File: src/rtl/motor_link_pkg.sv
// ============================================================================
// Module  : motor_link_pkg
// Brief   : Shared constants and state encoding for the motorboard command link.
// Revision: 1.0
// ============================================================================
`default_nettype none

package motor_link_pkg;

    localparam int          PAYLOAD_BYTES = 16;
    localparam int          FRAME_BYTES   = PAYLOAD_BYTES + 2;
    localparam logic [15:0] CRC_POLY      = 16'h1021;
    localparam logic [15:0] CRC_INIT      = 16'hFFFF;

    typedef enum logic [3:0] {
        ST_IDLE      = 4'd0,
        ST_LEAD      = 4'd1,
        ST_SEND      = 4'd2,
        ST_SEND_WAIT = 4'd3,
        ST_TRAIL     = 4'd4,
        ST_WAIT_RESP = 4'd5,
        ST_RECV      = 4'd6,
        ST_DONE      = 4'd7,
        ST_FAIL      = 4'd8
    } link_state_e;

endpackage

`default_nettype wire

File: src/rtl/crc16_ccitt_byte.sv
// ============================================================================
// Module  : crc16_ccitt_byte
// Brief   : Combinational CRC-16/CCITT-FALSE update by one byte, MSB first.
// Revision: 1.0
// ============================================================================
`default_nettype none

module crc16_ccitt_byte
    import motor_link_pkg::*;
(
    input  logic [15:0] crc_i,
    input  logic [7:0]  data_i,
    output logic [15:0] crc_o
);

    logic [15:0] crc_v;

    always_comb begin
        crc_v = crc_i ^ {data_i, 8'h00};
        for (int b = 0; b < 8; b++) begin
            crc_v = crc_v[15] ? ({crc_v[14:0], 1'b0} ^ CRC_POLY) : {crc_v[14:0], 1'b0};
        end
        crc_o = crc_v;
    end

endmodule

`default_nettype wire

File: src/rtl/motor_link_master.sv
// ============================================================================
// Module  : motor_link_master
// Brief   : Host end of the motorboard link: framed command send with CRC-16,
//           framed response receive with timeout. LINK_RESP_CRC_EN enables the
//           response CRC check.
// Revision: 1.0
// ============================================================================
`default_nettype none

module motor_link_master #(
    parameter int PAYLOAD_BYTES  = motor_link_pkg::PAYLOAD_BYTES,
    parameter int GUARD_CYCLES   = 32,
    parameter int TIMEOUT_CYCLES = 16000
) (
    input  logic                       CLK,
    input  logic                       RST_N,
    input  logic                       cmd_valid,
    output logic                       cmd_ready,
    input  logic [8*PAYLOAD_BYTES-1:0] cmd_payload,
    output logic                       frame_n,
    output logic                       tx_start,
    output logic [7:0]                 tx_data,
    input  logic                       tx_active,
    input  logic                       tx_done,
    input  logic                       rx_data_ready,
    input  logic [7:0]                 rx_data,
    input  logic                       resp_frame_n,
    output logic                       resp_valid,
    output logic [8*PAYLOAD_BYTES-1:0] resp_payload,
    output logic                       resp_crc_ok,
    output logic                       resp_timeout,
    output logic                       busy
);

    import motor_link_pkg::*;

    localparam int FRAME_LEN = PAYLOAD_BYTES + 2;
    localparam int IW        = $clog2(FRAME_LEN + 1);
    localparam int TMAX      = (TIMEOUT_CYCLES > GUARD_CYCLES) ? TIMEOUT_CYCLES : GUARD_CYCLES;
    localparam int TW        = $clog2(TMAX + 1);

    link_state_e               state_q, state_d;
    logic                      frame_n_q, frame_n_d;
    logic                      tx_start_q, tx_start_d;
    logic [7:0]                tx_data_q, tx_data_d;
    logic [8*PAYLOAD_BYTES-1:0] payload_q, payload_d;
    logic [8*PAYLOAD_BYTES-1:0] rx_buf_q, rx_buf_d;
    logic [IW-1:0]             idx_q, idx_d;
    logic [TW-1:0]             timer_q, timer_d;
    logic [15:0]               tx_crc_q, tx_crc_d;
    logic                      resp_valid_q, resp_valid_d;
    logic [8*PAYLOAD_BYTES-1:0] resp_payload_q, resp_payload_d;
    logic                      resp_crc_ok_q, resp_crc_ok_d;
    logic                      resp_timeout_q, resp_timeout_d;
    logic [1:0]                sync_q;
    logic                      resp_frame_s;
    logic [7:0]                tx_byte;
    logic [15:0]               tx_crc_next;

    assign resp_frame_s = sync_q[1];

    // tx_data_q holds the byte in flight, so the fold on tx_done sees it unchanged
    crc16_ccitt_byte u_tx_crc (
        .crc_i  (tx_crc_q),
        .data_i (tx_data_q),
        .crc_o  (tx_crc_next)
    );

`ifdef LINK_RESP_CRC_EN
    logic [15:0] rx_crc_q, rx_crc_d;
    logic [15:0] rx_rcv_q, rx_rcv_d;
    logic [15:0] rx_crc_next;

    crc16_ccitt_byte u_rx_crc (
        .crc_i  (rx_crc_q),
        .data_i (rx_data),
        .crc_o  (rx_crc_next)
    );
`endif

    always_comb begin
        tx_byte = 8'h00;
        if (idx_q < IW'(PAYLOAD_BYTES)) begin
            tx_byte = payload_q[idx_q*8 +: 8];
        end else if (idx_q == IW'(PAYLOAD_BYTES)) begin
            tx_byte = tx_crc_q[15:8];
        end else begin
            tx_byte = tx_crc_q[7:0];
        end
    end

    always_comb begin
        state_d        = state_q;
        frame_n_d      = frame_n_q;
        tx_start_d     = 1'b0;
        tx_data_d      = tx_data_q;
        payload_d      = payload_q;
        rx_buf_d       = rx_buf_q;
        idx_d          = idx_q;
        timer_d        = timer_q;
        tx_crc_d       = tx_crc_q;
        resp_valid_d   = 1'b0;
        resp_payload_d = resp_payload_q;
        resp_crc_ok_d  = resp_crc_ok_q;
        resp_timeout_d = resp_timeout_q;
`ifdef LINK_RESP_CRC_EN
        rx_crc_d       = rx_crc_q;
        rx_rcv_d       = rx_rcv_q;
`endif
        case (state_q)
            ST_IDLE: begin
                if (cmd_valid) begin
                    payload_d = cmd_payload;
                    tx_crc_d  = CRC_INIT;
                    idx_d     = '0;
                    timer_d   = '0;
                    frame_n_d = 1'b0;
                    state_d   = ST_LEAD;
                end
            end
            ST_LEAD: begin
                if (timer_q == TW'(GUARD_CYCLES - 1)) begin
                    timer_d = '0;
                    state_d = ST_SEND;
                end else begin
                    timer_d = timer_q + TW'(1);
                end
            end
            ST_SEND: begin
                if (!tx_active) begin
                    tx_start_d = 1'b1;
                    tx_data_d  = tx_byte;
                    state_d    = ST_SEND_WAIT;
                end
            end
            ST_SEND_WAIT: begin
                if (tx_done) begin
                    if (idx_q < IW'(PAYLOAD_BYTES)) begin
                        tx_crc_d = tx_crc_next;
                    end
                    if (idx_q == IW'(FRAME_LEN - 1)) begin
                        // the tx_done cycle is the first trailing guard cycle
                        timer_d = TW'(1);
                        state_d = ST_TRAIL;
                    end else begin
                        idx_d   = idx_q + IW'(1);
                        state_d = ST_SEND;
                    end
                end
            end
            ST_TRAIL: begin
                if (timer_q == TW'(GUARD_CYCLES - 1)) begin
                    frame_n_d = 1'b1;
                    timer_d   = '0;
                    state_d   = ST_WAIT_RESP;
                end else begin
                    timer_d = timer_q + TW'(1);
                end
            end
            ST_WAIT_RESP: begin
                if (timer_q == TW'(TIMEOUT_CYCLES - 1)) begin
                    resp_valid_d   = 1'b1;
                    resp_timeout_d = 1'b1;
                    resp_crc_ok_d  = 1'b0;
                    state_d        = ST_FAIL;
                end else if (!resp_frame_s) begin
                    idx_d    = '0;
                    timer_d  = '0;
`ifdef LINK_RESP_CRC_EN
                    rx_crc_d = CRC_INIT;
`endif
                    state_d  = ST_RECV;
                end else begin
                    timer_d = timer_q + TW'(1);
                end
            end
            ST_RECV: begin
                if (idx_q == IW'(FRAME_LEN)) begin
                    resp_valid_d   = 1'b1;
                    resp_payload_d = rx_buf_q;
                    resp_timeout_d = 1'b0;
`ifdef LINK_RESP_CRC_EN
                    resp_crc_ok_d  = (rx_rcv_q == rx_crc_q);
`else
                    resp_crc_ok_d  = 1'b1;
`endif
                    state_d        = ST_DONE;
                end else if (rx_data_ready) begin
                    if (idx_q < IW'(PAYLOAD_BYTES)) begin
                        rx_buf_d[idx_q*8 +: 8] = rx_data;
                    end
`ifdef LINK_RESP_CRC_EN
                    if (idx_q < IW'(PAYLOAD_BYTES)) begin
                        rx_crc_d = rx_crc_next;
                    end else begin
                        rx_rcv_d = {rx_rcv_q[7:0], rx_data};
                    end
`endif
                    idx_d   = idx_q + IW'(1);
                    timer_d = '0;
                end else if (resp_frame_s || (timer_q == TW'(TIMEOUT_CYCLES - 1))) begin
                    resp_valid_d   = 1'b1;
                    resp_timeout_d = 1'b1;
                    resp_crc_ok_d  = 1'b0;
                    state_d        = ST_FAIL;
                end else begin
                    timer_d = timer_q + TW'(1);
                end
            end
            ST_DONE: state_d = ST_IDLE;
            ST_FAIL: state_d = ST_IDLE;
            default: state_d = ST_IDLE;
        endcase
    end

    always_ff @(posedge CLK or negedge RST_N) begin
        if (!RST_N) begin
            state_q        <= ST_IDLE;
            frame_n_q      <= 1'b1;
            tx_start_q     <= 1'b0;
            tx_data_q      <= 8'h00;
            payload_q      <= '0;
            rx_buf_q       <= '0;
            idx_q          <= '0;
            timer_q        <= '0;
            tx_crc_q       <= CRC_INIT;
            resp_valid_q   <= 1'b0;
            resp_payload_q <= '0;
            resp_crc_ok_q  <= 1'b0;
            resp_timeout_q <= 1'b0;
            sync_q         <= 2'b11;
`ifdef LINK_RESP_CRC_EN
            rx_crc_q       <= CRC_INIT;
            rx_rcv_q       <= 16'h0000;
`endif
        end else begin
            state_q        <= state_d;
            frame_n_q      <= frame_n_d;
            tx_start_q     <= tx_start_d;
            tx_data_q      <= tx_data_d;
            payload_q      <= payload_d;
            rx_buf_q       <= rx_buf_d;
            idx_q          <= idx_d;
            timer_q        <= timer_d;
            tx_crc_q       <= tx_crc_d;
            resp_valid_q   <= resp_valid_d;
            resp_payload_q <= resp_payload_d;
            resp_crc_ok_q  <= resp_crc_ok_d;
            resp_timeout_q <= resp_timeout_d;
            sync_q         <= {sync_q[0], resp_frame_n};
`ifdef LINK_RESP_CRC_EN
            rx_crc_q       <= rx_crc_d;
            rx_rcv_q       <= rx_rcv_d;
`endif
        end
    end

    assign cmd_ready    = (state_q == ST_IDLE);
    assign busy         = (state_q != ST_IDLE);
    assign frame_n      = frame_n_q;
    assign tx_start     = tx_start_q;
    assign tx_data      = tx_data_q;
    assign resp_valid   = resp_valid_q;
    assign resp_payload = resp_payload_q;
    assign resp_crc_ok  = resp_crc_ok_q;
    assign resp_timeout = resp_timeout_q;

endmodule

`default_nettype wire

File: config.mk
export PLATFORM = sky130hd
export DESIGN_NAME = motor_link_master
export DESIGN_NICKNAME = d
export VERILOG_FILES = /design/src/rtl/motor_link_pkg.sv /design/src/rtl/crc16_ccitt_byte.sv /design/src/rtl/motor_link_master.sv
export SDC_FILE = /design/constraint.sdc
export NUM_CORES = 1
export LEC_CHECK = 0
export ABC_AREA = 1
export BUFFER_PORTS_ARGS = -buffer_cell sky130_fd_sc_hd__buf_2
export CORE_MARGIN = 2
export CORE_UTILIZATION = 41
export DETAILED_ROUTE_END_ITERATION = 10
export HOLD_SLACK_MARGIN = 0.06
export SETUP_SLACK_MARGIN = 0.3
export SLEW_MARGIN = 20
export SYNTH_ARGS = -nofsm -noshare
export SYNTH_HDL_FRONTEND = slang
export SYNTH_SLANG_ARGS = --single-unit
File: constraint.sdc
create_clock -name CLK -period 5.2 [get_ports CLK]
set_input_delay 1.04 -clock CLK [delete_from_list [all_inputs] [get_ports CLK]]
set_output_delay 1.04 -clock CLK [all_outputs]
set_load 0.01 [all_outputs]
==> results.sh, run 1 <==
export IMPL_syn_avg_cell_area_sq_um=8.56
export IMPL_status="finished, final reports clean"
export IMPL_worstPathArrival_ps=3920
export IMPL_hold_buffers=0
export IMPL_ys_warn_count=0
export IMPL_stdcell_count=3197
export IMPL_setup_tns_ps=0
export IMPL_coreArea_sq_um=47400
export IMPL_place_inst=3107
export IMPL_grt_start_max_net_pins=110
export IMPL_finalWirelength_microns=52900
export IMPL_cts_tree="yes"
export IMPL_synth_cell_types=41
export IMPL_dp_hpwl_microns=37500
export IMPL_ys_seq_area_share_pct=56.0
export IMPL_postRouteAntennaNets=0
export IMPL_vias=15900
export IMPL_first_pass_iters=5
export IMPL_gr_total_overflow=0
export IMPL_drive_above_1_share_pct=19.6
export IMPL_rsz0062_at_grt="false"
export IMPL_drv_cap=0
export IMPL_p_leak_nw=12.1
export IMPL_rows=80
export IMPL_place_ws_ps=1710
export IMPL_max_freq_mhz=288
export IMPL_critPathLaunchType="register"
export IMPL_cts_clk_slew_worst_paths_ps=60
export IMPL_synth_cell_area_sq_um=19600
export IMPL_clock_skew_ps=17.3
export IMPL_grt_pass1_wl_microns=85700
export IMPL_drt_initial_drc_count=1183
export IMPL_die_w_microns=223
export IMPL_grt_pass1_vias=15900
export IMPL_synth_edff_count=0
export IMPL_drc=0
export IMPL_cp_cell_sequence="inv_2 > ha_1 > nand2_1 > nor2_2 > ha_1 > inv_1 > nor3_1 > nand2_1 > nand2_1 > o21ai_1"
export IMPL_relSlewSlack_pct=42.5
export IMPL_critPathMaxStageDelay_ps=660
export IMPL_clkSinkCount=438
export IMPL_viasPerCell=4.98
export IMPL_syn_nets=2443
export IMPL_endpoint_kind="register"
export IMPL_antenna_found_initial=10
export IMPL_final_setup_viol_count=0
export IMPL_layout_min_cycle_time_ps=3470
export IMPL_worstSkewPairLatency_ps=590
export IMPL_globalplace_congestion=0.837
export IMPL_maxSlewViolCount=0
export IMPL_synthFlopType="dfrtp_1"
export IMPL_finalHoldViolCount=0
export IMPL_crit_path_max_fanout=38
export IMPL_die_area_sq_um=49600
export IMPL_syn_inst=2292
export IMPL_post_cts_buffers=0
export IMPL_io_buffers=285
export IMPL_cp_required_ps=5650
export IMPL_worst_pin_slew_ps=862
export IMPL_cts_buffers=48
export IMPL_routedWlPerCell_microns=16.5
export IMPL_cts_resized=0
export IMPL_ys_ff_latch=438
export IMPL_cts_root_buf="clkbuf_16"
export IMPL_pin_count=286
export IMPL_power_density_nw_per_um2=473
export IMPL_async_flop_share_pct=100
export IMPL_layout_commonest_cell="nand2_1"
export IMPL_initial_utilization_pct=41.3
export IMPL_critical_path_class="reg -> reg"
export IMPL_fin_crit_sh_pct=66.7
export IMPL_area_delta_synth_final_pct=17.8
export IMPL_mostFrequentLayoutCells="902 x nand2_1, 418 x dfrtp_1, 284 x buf_2"
export IMPL_clockBufferDepth=3
export IMPL_slowest_stage="dfrtp_4"
export IMPL_power_w=0.0109
export IMPL_ctsHtreeMaxLevel=2
export IMPL_cpMostUsedCell="nand2_1"
export IMPL_nets=2693
export IMPL_die_h_microns=223
export IMPL_hp_class="reg -> reg"
export IMPL_vdd_ir_drop_max_uv=302
export IMPL_final_setup_worst_slack_ps=1730
export IMPL_track_usage_pct=21.6
==> routing by layer <==
metal / global-route usage (%) / vias to the layer above / routed length (microns)
met5: 0 / - / 90
met4: 6.82 / 16 / 1530
met3: 4.68 / 103 / 3180
met2: 35.6 / 434 / 24900
met1: 28.4 / 7524 / 23200
li1: - / 7836 / -
==> report_power, final <==
group | total, W | internal [W] | switching (W) | leakage, nW
Combinational | 0.00318 | 0.00106 | 0.00213 | 5.56
Clock | 0.00339 | 0.00200 | 0.00140 | 0.772
Sequential | 0.00434 | 0.00402 | 0.000319 | 5.73
==> worst paths after layout <==
check,startpoint,endpoint,slack (ps),depth (start not counted)
setup / recovery,idx_q[0]$_DFFE_PN0P_,rx_buf_q[23]$_DFFE_PN0P_,1730,10
hold / removal,sync_q[0]$_DFF_PN1_,sync_q[1]$_DFF_PN1_,360,0
setup reg to reg,idx_q[0]$_DFFE_PN0P_,rx_buf_q[23]$_DFFE_PN0P_,1730,10
hold reg to reg,sync_q[0]$_DFF_PN1_,sync_q[1]$_DFF_PN1_,360,0
max in group asynchronous,RST_N,resp_payload[86]$_DFFE_PN0P_,3550,2
min in group asynchronous,RST_N,resp_payload[79]$_DFFE_PN0P_,510,1
==> synth_stat cells, types with 8 or more instances <==
library cell | number | area (sq um)
nand2_2 | 10 | 62.6
nor2_1 | 79 | 297
ha_1 | 8 | 100
mux2_2 | 48 | 541
o21ai_1 | 92 | 460
buf_2 | 54 | 270
nor2_2 | 10 | 62.6
nand2_1 | 902 | 3390
xnor2_1 | 11 | 96.3
o21ai_0 | 136 | 681
o21ai_2 | 9 | 78.8
nand3_1 | 111 | 556
dfrtp_1 | 419 | 10500
dfstp_2 | 19 | 499
a21boi_0 | 9 | 67.6
a21oi_1 | 22 | 110
o31ai_1 | 8 | 60.1
inv_1 | 172 | 646
clkbuf_1 | 37 | 139
o211ai_1 | 33 | 248
xor2_1 | 16 | 140
nand4_1 | 29 | 181
==> registers in the layout, indices dropped and copies added, names as in the netlist <==
register,count
timer_q,14
resp_valid,1
frame_n,1
tx_start,1
state_q,4
tx_crc_q,16
rx_buf_q,128
payload_q,128
resp_timeout,1
idx_q,5
tx_data,8
sync_q,2
resp_payload,128
resp_crc_ok,1
==> worst max-delay path: cells and delay by family (launching register included) <==
kind / cells / cell delay, ps
fa+ha+maj: 2 / 540
compound gates: 1 / 70
simple gates: 5 / 1300
buf+inv: 2 / 750
flops: 1 / 660
==> cells by family (layout without fill, tap and decap cells) <==
logic type,count (synthesis),after routing,synth area share (%)
AO/OA/AOI/OAI,317,317,8.98
flip-flops,438,438,56.0
multiplexers,48,48,2.76
AND/OR/NAND/NOR,1169,1169,24.6
adder cells (fa/ha/maj),8,8,0.510
buffers and inverters,285,573,5.98
other,0,2,0
XOR/XNOR,27,27,1.21
==> final cells by class <==
type                            count  area (sq um)
Clock inverter                     15           155
Multi-Input combinational cell   1569          7460
Antenna cell                        2          5.00
Clock buffer                       73          1430
Inverter                          182           687
Timing Repair Buffer              303          1610
Tap cell                          615           769
Fill cell                        4601         24300
Sequential cell                   438         11000
==> per-stage QoR <==
step           hold slack [ps]  instance area [sq um]  util (%)
2_1_floorplan              345                  19600         -
3_3_place_gp               348                  21500      45.3
3_5_place_dp               350                  21500      45.3
4_1_cts                    361                  23100      48.7
5_1_grt                    367                  23100      48.7
6_report                   361                  23100      48.7
No activity file was read; power rests on OpenSTA's default activity.
==> run 2, diff against run 1 <==
==> constraint.sdc (replaced) <==
create_clock -name CLK -period 3.22 [get_ports CLK]
set_input_delay 0.644 -clock CLK [delete_from_list [all_inputs] [get_ports CLK]]
set_output_delay 0.644 -clock CLK [all_outputs]
set_load 0.01 [all_outputs]
==> results.sh, run 2 (same netlist as run 1, synthesis figures left out) <==
export IMPL_power_density_nw_per_um2=771
export IMPL_crit_path_max_fanout=33
export IMPL_nets=2704
export IMPL_num_fill_cells=4548
export IMPL_grt_pass1_wl_microns=87500
export IMPL_multi_input_area_sq_um=7460
export IMPL_max_freq_mhz=397
export IMPL_relSlewSlack_pct=43.9
export IMPL_drv_cap=0
export IMPL_antenna_found_initial=10
export IMPL_grt_pass1_vias=16200
export IMPL_io_buffers=285
export IMPL_maxSlewViolCount=0
export IMPL_finalHoldViolCount=0
export IMPL_layout_commonest_cell="nand2_1"
export IMPL_critPathLaunchType="register"
export IMPL_cts_buffers=49
export IMPL_power_frac_comb_pct=29.7
export IMPL_die_area_sq_um=49600
export IMPL_first_pass_iters=5
export IMPL_clkSinkCount=438
export IMPL_rsz0062_at_grt="false"
export IMPL_viasPerCell=5.05
export IMPL_globalplace_congestion=0.836
export IMPL_track_usage_pct=22.0
export IMPL_cp_required_ps=3730
export IMPL_power_net_switching_w=0.00627
export IMPL_mostFrequentLayoutCells="902 x nand2_1, 418 x dfrtp_1, 284 x buf_2"
export IMPL_reg2reg_slack_ps=700
export IMPL_die_w_microns=223
export IMPL_final_setup_viol_count=0
export IMPL_final_util_pct=49.2
export IMPL_p_sw_share_pct=34.9
export IMPL_area_delta_synth_final_pct=19.0
export IMPL_layout_min_cycle_time_ps=2520
export IMPL_setup_tns_ps=0
export IMPL_postRouteAntennaNets=0
export IMPL_drc=0
export IMPL_worst_pin_slew_ps=838
export IMPL_critical_path_class="reg -> reg"
export IMPL_drt_initial_drc_count=1173
export IMPL_dp_hpwl_microns=37800
export IMPL_initial_utilization_pct=41.3
export IMPL_hp_class="in -> reg"
export IMPL_finalWirelength_microns=54200
export IMPL_endpoint_kind="register"
export IMPL_coreArea_sq_um=47400
export IMPL_seq_power_share_pct=38.7
export IMPL_clock_skew_ps=23.6
export IMPL_regToRegStartpoint="idx_q[1]$_DFFE_PN0P_"
export IMPL_drive_above_1_share_pct=19.9
export IMPL_ctsHtreeMaxLevel=2
export IMPL_cts_tree="yes"
export IMPL_cts_root_buf="clkbuf_16"
export IMPL_vdd_ir_drop_max_uv=467
export IMPL_seqCellArea_sq_um=11000
export IMPL_min_from="resp_frame_n"
export IMPL_fin_crit_sh_pct=78.2
export IMPL_worstSkewPairLatency_ps=580
export IMPL_internal_power_w=0.0117
export IMPL_crit_start="idx_q[1]$_DFFE_PN0P_"
export IMPL_clockBufferDepth=3
export IMPL_p_leak_nw=12.2
export IMPL_worstPathArrival_ps=3030
export IMPL_pin_count=286
export IMPL_gr_total_overflow=0
export IMPL_routedWlPerCell_microns=16.9
export IMPL_die_h_microns=223
export IMPL_clkPwrFrac_pct=31.7
export IMPL_grt_start_max_net_pins=123
export IMPL_vias=16200
export IMPL_status="finished, final reports clean"
export IMPL_cts_clk_slew_worst_paths_ps=60
export IMPL_rows=80
run 2: critical path, cell delays in order, from the launching register on:
cell,delay (ps)
dfrtp_1,430
inv_1,100
buf_4,390
ha_1,290
nand3_2,130
nand2_1,80
o21ai_0,70
nor2_1,130
nand3_1,100
nor2_2,530
nand2_1,120
nand2_1,90
run 2: stage by stage:
stage	cells	power (W)	worst slack (ps)	instance area (sq um)	hold slack (ps)
2_1_floorplan	2292	0.0107	568	19600	345
3_3_place_gp	3116	0.0123	743	21700	347
3_5_place_dp	3116	0.0124	681	21700	348
4_1_cts	3206	0.0182	674	23300	131
5_1_grt	3207	0.0191	470	23300	145
6_report	3209	0.0180	702	23300	162
run 2: routing by layer:
| metal | GRT usage, % | vias up | part of all wire [%] | wire length, microns |
|---|---|---|---|---|
| li1 | - | 7868 | - | - |
| met1 | 29.8 | 7747 | 45 | 24400 |
| met2 | 35.0 | 456 | 45 | 24700 |
| met3 | 4.67 | 118 | 6.3 | 3400 |
| met4 | 8.14 | 14 | 3.2 | 1740 |
| met5 | 0 | - | 0.14 | 75 |
run 2: repair_timing:
item	in CTS	in global routing
endpoints found under the setup margin	0	0
buffers inserted	0	0
gates resized for setup	0	0
hold buffers	1	0
endpoints found under the hold margin	45	0
run 2: power groups by stage:
stage | combinational [W] | clock [W] | sequential [W]
6_report | 0.00534 | 0.00569 | 0.00696
5_1_grt | 0.00600 | 0.00603 | 0.00705
3_3_place_gp | 0.00525 | 0 | 0.00702
4_1_cts | 0.00539 | 0.00581 | 0.00696
3_5_place_dp | 0.00535 | 0 | 0.00705
2_1_floorplan | 0.00378 | 0 | 0.00691
run 2: cell type report:
| class | instances | share of cell area [%] |
|---|---|---|
| Antenna cell | 3 | 0.0322 |
| Clock buffer | 79 | 6.60 |
| Clock inverter | 10 | 0.488 |
| Inverter | 182 | 2.94 |
| Multi-Input combinational cell | 1569 | 32.0 |
| Sequential cell | 438 | 47.1 |
| Tap cell | 615 | 3.30 |
| Timing Repair Buffer | 313 | 7.60 |
run 2: path summary, 6_finish.rpt:
check	cells after the start	endpoint
max	11	timer_q[5]$_DFFE_PN0P_
min	1	sync_q[0]$_DFF_PN1_
max reg2reg	11	timer_q[5]$_DFFE_PN0P_
min reg2reg	0	sync_q[1]$_DFF_PN1_
max in group asynchronous	3	payload_q[11]$_DFFE_PN0P_
min in group asynchronous	2	resp_payload[13]$_DFFE_PN0P_
